### src/rtl/dcache_access_unit.sv
// Load/store sequencer between the memory stage and the dcache bus port.
// Splits word-crossing accesses into two beats and extends returned load data.
module dcache_access_unit #(
  parameter int XLEN             = 32,
  parameter int ADDR_W           = 32,
  parameter int ALLOW_MISALIGNED = 1
) (
  input  logic              clk,
  input  logic              rst,
  input  logic              req_valid,
  output logic              req_ready,
  input  logic [3:0]        req_mctl,
  input  logic [ADDR_W-1:0] req_addr,
  input  logic [XLEN-1:0]   req_wdata,
  output logic              resp_valid,
  output logic [XLEN-1:0]   resp_rdata,
  output logic              resp_err,
  output logic              bus_valid,
  input  logic              bus_ready,
  output logic [ADDR_W-1:0] bus_addr,
  output logic              bus_wen,
  output logic [XLEN/8-1:0] bus_be,
  output logic [XLEN-1:0]   bus_wdata,
  input  logic              bus_rvalid,
  input  logic [XLEN-1:0]   bus_rdata
);
  localparam int NB = XLEN / 8;
  localparam int OW = $clog2(NB);

  // Mctl encoding shared with the memory stage.
  localparam logic [3:0] MEM_NONE   = 4'h0;
  localparam logic [3:0] MEM_INIT   = 4'h1;
  localparam logic [3:0] MEM_LOAD1  = 4'h2;
  localparam logic [3:0] MEM_LOAD2  = 4'h3;
  localparam logic [3:0] MEM_LOAD4  = 4'h4;
  localparam logic [3:0] MEM_LOAD1U = 4'h5;
  localparam logic [3:0] MEM_LOAD2U = 4'h6;
  localparam logic [3:0] MEM_STORE1 = 4'h7;
  localparam logic [3:0] MEM_STORE2 = 4'h8;
  localparam logic [3:0] MEM_STORE4 = 4'h9;

  typedef enum logic [2:0] {IDLE, ISSUE0, WAIT0, ISSUE1, WAIT1, RESP} state_t;

  state_t               state_reg, state_next;
  logic [ADDR_W-OW-1:0] word_reg;
  logic [OW-1:0]        off_reg;
  logic [XLEN-1:0]      wdata_reg, beat0_reg, beat1_reg;
  logic [2:0]           width_reg;
  logic                 load_reg, store_reg, signed_reg, cross_reg, err_reg;

  logic       dec_load, dec_store, dec_signed, dec_err;
  logic [2:0] dec_width;

  always_comb begin
    dec_load   = 1'b0;
    dec_store  = 1'b0;
    dec_signed = 1'b0;
    dec_err    = 1'b0;
    dec_width  = 3'd0;
    case (req_mctl)
      MEM_LOAD1:  begin dec_load = 1'b1; dec_signed = 1'b1; dec_width = 3'd1; end
      MEM_LOAD2:  begin dec_load = 1'b1; dec_signed = 1'b1; dec_width = 3'd2; end
      MEM_LOAD4:  begin dec_load = 1'b1; dec_signed = 1'b1; dec_width = 3'd4; end
      MEM_LOAD1U: begin dec_load = 1'b1; dec_width = 3'd1; end
      MEM_LOAD2U: begin dec_load = 1'b1; dec_width = 3'd2; end
      MEM_STORE1: begin dec_store = 1'b1; dec_width = 3'd1; end
      MEM_STORE2: begin dec_store = 1'b1; dec_width = 3'd2; end
      MEM_STORE4: begin dec_store = 1'b1; dec_width = 3'd4; end
      MEM_NONE, MEM_INIT: begin end
      default:    dec_err = 1'b1;
    endcase
  end

  logic [OW-1:0] dec_off;
  logic          dec_cross, misalign_err, dec_skip, accept;

  assign dec_off      = req_addr[OW-1:0];
  assign dec_cross    = ({2'b00, dec_off} + (OW+2)'(dec_width)) > (OW+2)'(NB);
  assign misalign_err = dec_cross && (ALLOW_MISALIGNED == 0);
  // No-ops, errors and forbidden splits answer without touching the bus.
  assign dec_skip     = !(dec_load || dec_store) || misalign_err;
  assign accept       = req_valid && (state_reg == IDLE);

  always_ff @(posedge clk or posedge rst) begin
    if (rst) begin
      state_reg  <= IDLE;
      word_reg   <= '0;
      off_reg    <= '0;
      wdata_reg  <= '0;
      beat0_reg  <= '0;
      beat1_reg  <= '0;
      width_reg  <= '0;
      load_reg   <= 1'b0;
      store_reg  <= 1'b0;
      signed_reg <= 1'b0;
      cross_reg  <= 1'b0;
      err_reg    <= 1'b0;
    end else begin
      state_reg <= state_next;
      if (accept) begin
        word_reg   <= req_addr[ADDR_W-1:OW];
        off_reg    <= dec_off;
        wdata_reg  <= req_wdata;
        width_reg  <= dec_width;
        load_reg   <= dec_load;
        store_reg  <= dec_store;
        signed_reg <= dec_signed;
        cross_reg  <= dec_cross;
        err_reg    <= dec_err || misalign_err;
      end
      if (state_reg == WAIT0 && bus_rvalid) beat0_reg <= bus_rdata;
      if (state_reg == WAIT1 && bus_rvalid) beat1_reg <= bus_rdata;
    end
  end

  always_comb begin
    state_next = state_reg;
    case (state_reg)
      IDLE:    if (accept) state_next = dec_skip ? RESP : ISSUE0;
      ISSUE0:  if (bus_ready) state_next = load_reg ? WAIT0 : (cross_reg ? ISSUE1 : RESP);
      WAIT0:   if (bus_rvalid) state_next = cross_reg ? ISSUE1 : RESP;
      ISSUE1:  if (bus_ready) state_next = load_reg ? WAIT1 : RESP;
      WAIT1:   if (bus_rvalid) state_next = RESP;
      RESP:    state_next = IDLE;
      default: state_next = IDLE;
    endcase
  end

  // Both beats come from one double-width view: low half is beat 0, high half beat 1.
  logic [2*NB-1:0]   be_full;
  logic [2*XLEN-1:0] wdata_full;
  logic [ADDR_W-1:0] word_addr;
  logic [XLEN-1:0]   low, keep, ext;
  logic              sign;

  assign be_full    = (((2*NB)'(1) << width_reg) - (2*NB)'(1)) << off_reg;
  assign wdata_full = {{XLEN{1'b0}}, wdata_reg} << {off_reg, 3'b000};
  assign word_addr  = {word_reg, {OW{1'b0}}};
  assign low        = XLEN'({beat1_reg, beat0_reg} >> {off_reg, 3'b000});

  always_comb begin
    keep = XLEN'(32'hFFFF_FFFF);
    sign = low[31];
    case (width_reg)
      3'd1:    begin keep = XLEN'(8'hFF);   sign = low[7];  end
      3'd2:    begin keep = XLEN'(16'hFFFF); sign = low[15]; end
      default: begin end
    endcase
    ext = (low & keep) | ((signed_reg && sign) ? ~keep : '0);
  end

  always_comb begin
    req_ready  = (state_reg == IDLE);
    resp_valid = (state_reg == RESP);
    resp_err   = resp_valid && err_reg;
    resp_rdata = (resp_valid && load_reg && !err_reg) ? ext : '0;
    bus_valid  = 1'b0;
    bus_wen    = 1'b0;
    bus_addr   = '0;
    bus_be     = '0;
    bus_wdata  = '0;
    if (state_reg == ISSUE0) begin
      bus_valid = 1'b1;
      bus_wen   = store_reg;
      bus_addr  = word_addr;
      bus_be    = be_full[NB-1:0];
      bus_wdata = wdata_full[XLEN-1:0];
    end else if (state_reg == ISSUE1) begin
      bus_valid = 1'b1;
      bus_wen   = store_reg;
      bus_addr  = word_addr + ADDR_W'(NB);
      bus_be    = be_full[2*NB-1:NB];
      bus_wdata = wdata_full[2*XLEN-1:XLEN];
    end
  end
endmodule

### config.mk
export PLATFORM = sky130hd
export DESIGN_NAME = dcache_access_unit
export DESIGN_NICKNAME = d
export VERILOG_FILES = /design/src/rtl/dcache_access_unit.sv
export SDC_FILE = /design/constraint.sdc
export NUM_CORES = 1
export LEC_CHECK = 0
export BUFFER_PORTS_ARGS = -buffer_cell sky130_fd_sc_hd__buf_4
export CORE_UTILIZATION = 40
export DETAILED_ROUTE_END_ITERATION = 7
export PLACE_DENSITY = 0.66
export SLEW_MARGIN = 20
export SYNTH_ARGS = -nofsm -noshare
export SYNTH_HDL_FRONTEND = slang
export SYNTH_SLANG_ARGS = --single-unit
### constraint.sdc
create_clock -name clk -period 5 [get_ports clk]
set_input_delay 1.25 -clock clk [delete_from_list [all_inputs] [get_ports clk]]
set_output_delay 1.25 -clock clk [all_outputs]
set_load 0.01 [all_outputs]
; ---- After elaboration in Yosys (flattened, before gate mapping)
; Index checks and enable logic that the tools add are counted.
[op_classes]
magnitude_cmp = 1
n_addsub = 3
shift = 4
n_eq_ne = 21
bitwise = 3
muxes = 29
n_reduce_logical = 19
mul = 0
div_mod_pow = 0
[ops]
columns = cell, count
row1 = 32-bit two-way mux, 6
row2 = 32-bit case mux with 2 select lines, 1
row3 = 32-bit by 5-bit << shifter with 64-bit output, 1
row4 = 64-bit by 5-bit >> shifter with 32-bit output, 1
row5 = 32-bit by 3-bit adder with 32-bit output (second input constant), 1
row6 = 32-bit bitwise AND, 1
row7 = 32-bit inverter, 1
row8 = 32-bit OR, 1
row9 = 3-bit two-way mux, 8
row10 = 4-bit by 3-bit equality test with 1-bit output (second input constant), 4
row11 = 3-bit case mux with 5 select lines, 1
row12 = 3-bit OR reduction, 4
row13 = 10-bit OR reduction, 1
row14 = 3-bit by 2-bit equality test with 1-bit output (second input constant), 3
row15 = 1-bit two-way mux, 9
row16 = 3-bit case mux with 3 select lines, 1
row17 = 4-bit by 2-bit equality test with 1-bit output (second input constant), 2
row18 = 4-bit equality test (second input constant), 2
row19 = 4-bit two-way mux, 2
row20 = 2-bit != test (second input constant), 4
row21 = 1-bit by 3-bit << shifter with 8-bit output (first input constant), 1
row22 = 8-bit by 2-bit << shifter with 8-bit output, 1
row23 = 8-bit by 2-bit subtractor with 8-bit output (second input constant), 1
row24 = 1-bit logical AND, 7
row25 = other kinds (14), 16
[totals]
latchBits = 0
inputBits = 105
mem_bits_rw = 0
out_inout_bits = 105
register_bits = 139
memories = 0
mem_bits_ro = 0

; ---- Depth between registers and ports, before layout
[logic_depth]
word_depth = 7
mapped_depth = 10
depth_no_buf = 9

; ---- Worst setup path before layout
; No wires, ideal clock.
[synth_timing]
kind = register to output
start = register word_reg[0]
end = output bus_addr[24]
setup_slack_ps = 2017
n_path_buf = 1
stages_incl_launch_ff = 7
required_time_ps = 3750
t_arrival_ps = 1733
cell_sequence = dfrtp_1 ha_1 and2_1 clkbuf_1 nand4_1 or4_1 a21oi_1
[synth_via]
elab_chain_len = 3
[synth_lines]
columns = element, line_no
row1 = "start, declared", 45  ; logic [ADDR_W-OW-1:0] word_reg;
row2 = "start signal, assigned", 101  ; word_reg <= req_addr[ADDR_W-1:OW];
row3 = 32-bit by 3-bit adder with 32-bit output, 171  ; bus_addr = word_addr + ADDR_W'(NB);
row4 = 32-bit two-way mux, 168  ; end else if (state_reg == ISSUE1) begin
row5 = 32-bit two-way mux, 162  ; if (state_reg == ISSUE0) begin
row6 = "end, declared", 20  ; output logic [ADDR_W-1:0] bus_addr,
; No other way between the ends.

; ---- Worst setup path after layout
[layout_timing]
start = register state_reg[2]
end = output bus_wdata[20]
[layout_via]
elab_chain_len = 3
elab_cells_between_ends = 4
cone_classes = eq/ne (2) / mux (2)
[layout_lines]
columns = element, line_no
row1 = "start, declared", 44  ; state_t state_reg, state_next;
row2 = "start signal, assigned", 99  ; state_reg <= state_next;
row3 = 3-bit by 2-bit equality test with 1-bit output, 168
row4 = 32-bit two-way mux, 168
row5 = 32-bit two-way mux *, 162
row6 = "end, declared", 23  ; output logic [XLEN-1:0] bus_wdata,
; Mark *: on every way between the ends. The rest lies on a longest branch, timed or not.

==> flow_metrics.tcl <==
set metrics [dict create \
    area_growth_syn_to_layout_pct 27.8 \
    ys_ff_latch 131 \
    coreArea_sq_um 19800 \
    synth_edf_count 0 \
    vias_per_cell 5.48 \
    cp_data_required_time_ps 3750 \
    grt_max_degree 74 \
    fin_crit_ps 4370 \
    via_count 7252 \
    syn_area_per_cell_sq_um 9.43 \
    die-height_um 145 \
    finalHoldViolCount 0 \
    holdPathEnd "word_reg[29]" \
    report.final.slew_viol_count 0 \
    fmax_ghz 0.229 \
    critPathArrivalTime_ps 3120 \
    slew_headroom 0.316 \
    root_buffer "clkbuf_16" \
    status "finished, final reports clean" \
    worstSkewPairLatency_ps 420 \
    holdPathStages 2 \
    final_area_sq_um 10500 \
    path_class "flip-flop to output pin" \
    ir_drop_mv 0.282 \
    antenna_found_initial 0 \
    setup_viol 0 \
    ys_seq_area_frac 0.400 \
    synth_cells 868 \
    cts.clk_slew.worst_paths_ps 60 \
    synthArstFlopShare 1.00 \
    ioPinCount 210 \
    ant_nets 0 \
    final_layout_size_suffix_gt1_frac 0.346 \
    grt_pass1_vias 6933 \
    track_usage 0.235 \
    fin_setup_tns_ps 0 \
    synth_ff_type "dfrtp_1" \
    rsz0062_at_grt "false" \
    fin_worst_skew_ps 9.27 \
    r2r_slack_ps 2340 \
    worst_slew_pin_slew_ps 1020 \
    yosysUniqueCellTypes 65 \
    die_w_um 145 \
    antenna_cells 0 \
    min_path_type "flip-flop to flip-flop" \
    cp-start-kind "flip-flop" \
    initial_core_util 0.414 \
    final_cell_mix "nand2_1, buf_4, dfrtp_1" \
    clock_path_buffers 2 \
    power_density_nw_per_um2 614 \
    cts_htree_levels 4 \
    worstReg2RegStart "state_reg[1]" \
    numCtsBuffers 17 \
    layout.nets 1155 \
    globalplace.congestion 0.819 \
    r2r_cells 6 \
    cts_setup_buffers 0 \
    cp-end-kind "output pin" \
    wl_per_cell_um 18.5 \
    worstHoldStart "word_reg[29]" \
    drc 0 \
    mostFrequentLayoutCell "nand2_1" \
    wl_um 24500 \
    grt_first_pass_wirelength_um 38800 \
    netlist_area_sq_um 8190 \
    maxCapViolations 0 \
    min_period_over_period 0.874 \
    clock-sinks 131 \
    yosysWarnings 0 \
    post_cts_resized 0 \
    portBuffers 207 \
    overflow 0 \
    cts_tree "built" \
    postPlaceCellArea_sq_um 9890 \
    drt_iter0_markers 418 \
    drt_first_pass_iters 5 \
    ctsHoldBuffers 0 \
    reg2reg_to "word_reg[5]" \
    crit_fanout 29 \
    leakage_nw 4.97 \
    fp-row-count 51 \
    die_area_sq_um 21000 \
    hpwl_um 17300 \
]
[area by class of cell]
cell class	count	area (sq um)
fillers	1858	9320
multi-input cells	645	4500
flip-flops and latches	131	3280
repair buffers	223	1670
clock buffers	18	439
well taps	265	332
clock inverters	13	125
inverters	28	108
[power by group]
part	leakage (nW)	switching [W]	internal [W]
Clock	0.274	0.000516	0.000702
Combinational	3.05	0.00146	0.00148
Sequential	1.64	0.000676	0.00158
Total	4.97	0.00265	0.00377
[per-stage QoR]
stage	setup slack, ps	instances	util	power [W]	hold slack [ps]
after floorplan	252	869	-	0.00418	459
after global placement	1120	1292	0.500	0.00512	473
after detailed placement	1070	1292	0.500	0.00520	478
after CTS	633	1323	0.529	0.00644	494
after global routing	464	1323	0.529	0.00684	524
final	631	1323	0.529	0.00642	492
[Yosys cell counts (2+ instances only)]
master,instances,share of area
nand2_1,244,0.11
dfrtp_1,131,0.40
mux2_2,60,0.083
o21ai_0,47,0.029
buf_2,34,0.021
mux4_2,32,0.088
mux2i_1,30,0.037
inv_1,27,0.012
nor2_1,26,0.012
a21oi_1,22,0.013
clkbuf_1,21,0.0096
and3_1,12,0.0092
o31ai_1,12,0.011
a22o_1,11,0.012
and2_1,11,0.0084
nand3_1,11,0.0067
nand4_1,9,0.0069
or4_1,9,0.0083
a32o_1,8,0.0098
o22ai_1,8,0.0061
o2bb2ai_1,8,0.0086
xnor2_1,7,0.0075
nor2b_1,6,0.0046
nor3_1,6,0.0037
or3_1,6,0.0046
nand2b_1,5,0.0038
xor2_1,5,0.0053
buf_4,4,0.0037
buf_6,4,0.0055
a21o_1,3,0.0028
ha_1,3,0.0046
nand3b_1,3,0.0028
nor4_1,3,0.0023
a22oi_1,2,0.0018
a31oi_1,2,0.0015
and4_1,2,0.0021
and4_4,2,0.0028
nand3_2,2,0.0024
nand4_4,2,0.0052
nor3b_1,2,0.0018
or3_2,2,0.0018
[critical path, stage by stage, from the launching register on]
cell and delay, ps:
dfrtp_1 540, nand2b_1 220, buf_4 240, inv_1 80, buf_4 260, nand3_2 280
nor2_1 660, a22o_1 280, buf_4 130
[worst max-delay path by stage]
stage	slack (ps)	from	to	depth (start not counted)
final	630	state_reg[2]	bus_wdata[20]	8
after global routing	460	state_reg[2]	bus_wdata[18]	8
after CTS	630	state_reg[2]	bus_wdata[18]	8
after detailed placement	1070	state_reg[2]	bus_wdata[18]	8
after global placement	1120	state_reg[2]	bus_wdata[18]	8
after floorplan	250	rst	beat0_reg[0]	1
[layer usage]
layer / track usage / up-vias / part of all wire
li1: - / 3416 / -
met1: 0.329 / 3572 / 0.45
met2: 0.365 / 234 / 0.48
met3: 0.0478 / 30 / 0.057
met4: 0.0742 / 0 / 0.019
met5: 0 / - / 0
[cell families after synthesis]
logic type	synth area share
AO/OA/AOI/OAI	0.105
XOR/XNOR	0.0128
adder cells (fa/ha/maj)	0.00825
buffers and inverters	0.0535
flip-flops	0.400
multiplexers	0.207
other	0.000458
AND/OR/NAND/NOR	0.212
Note: power is estimated with default switching activity, not from simulation.
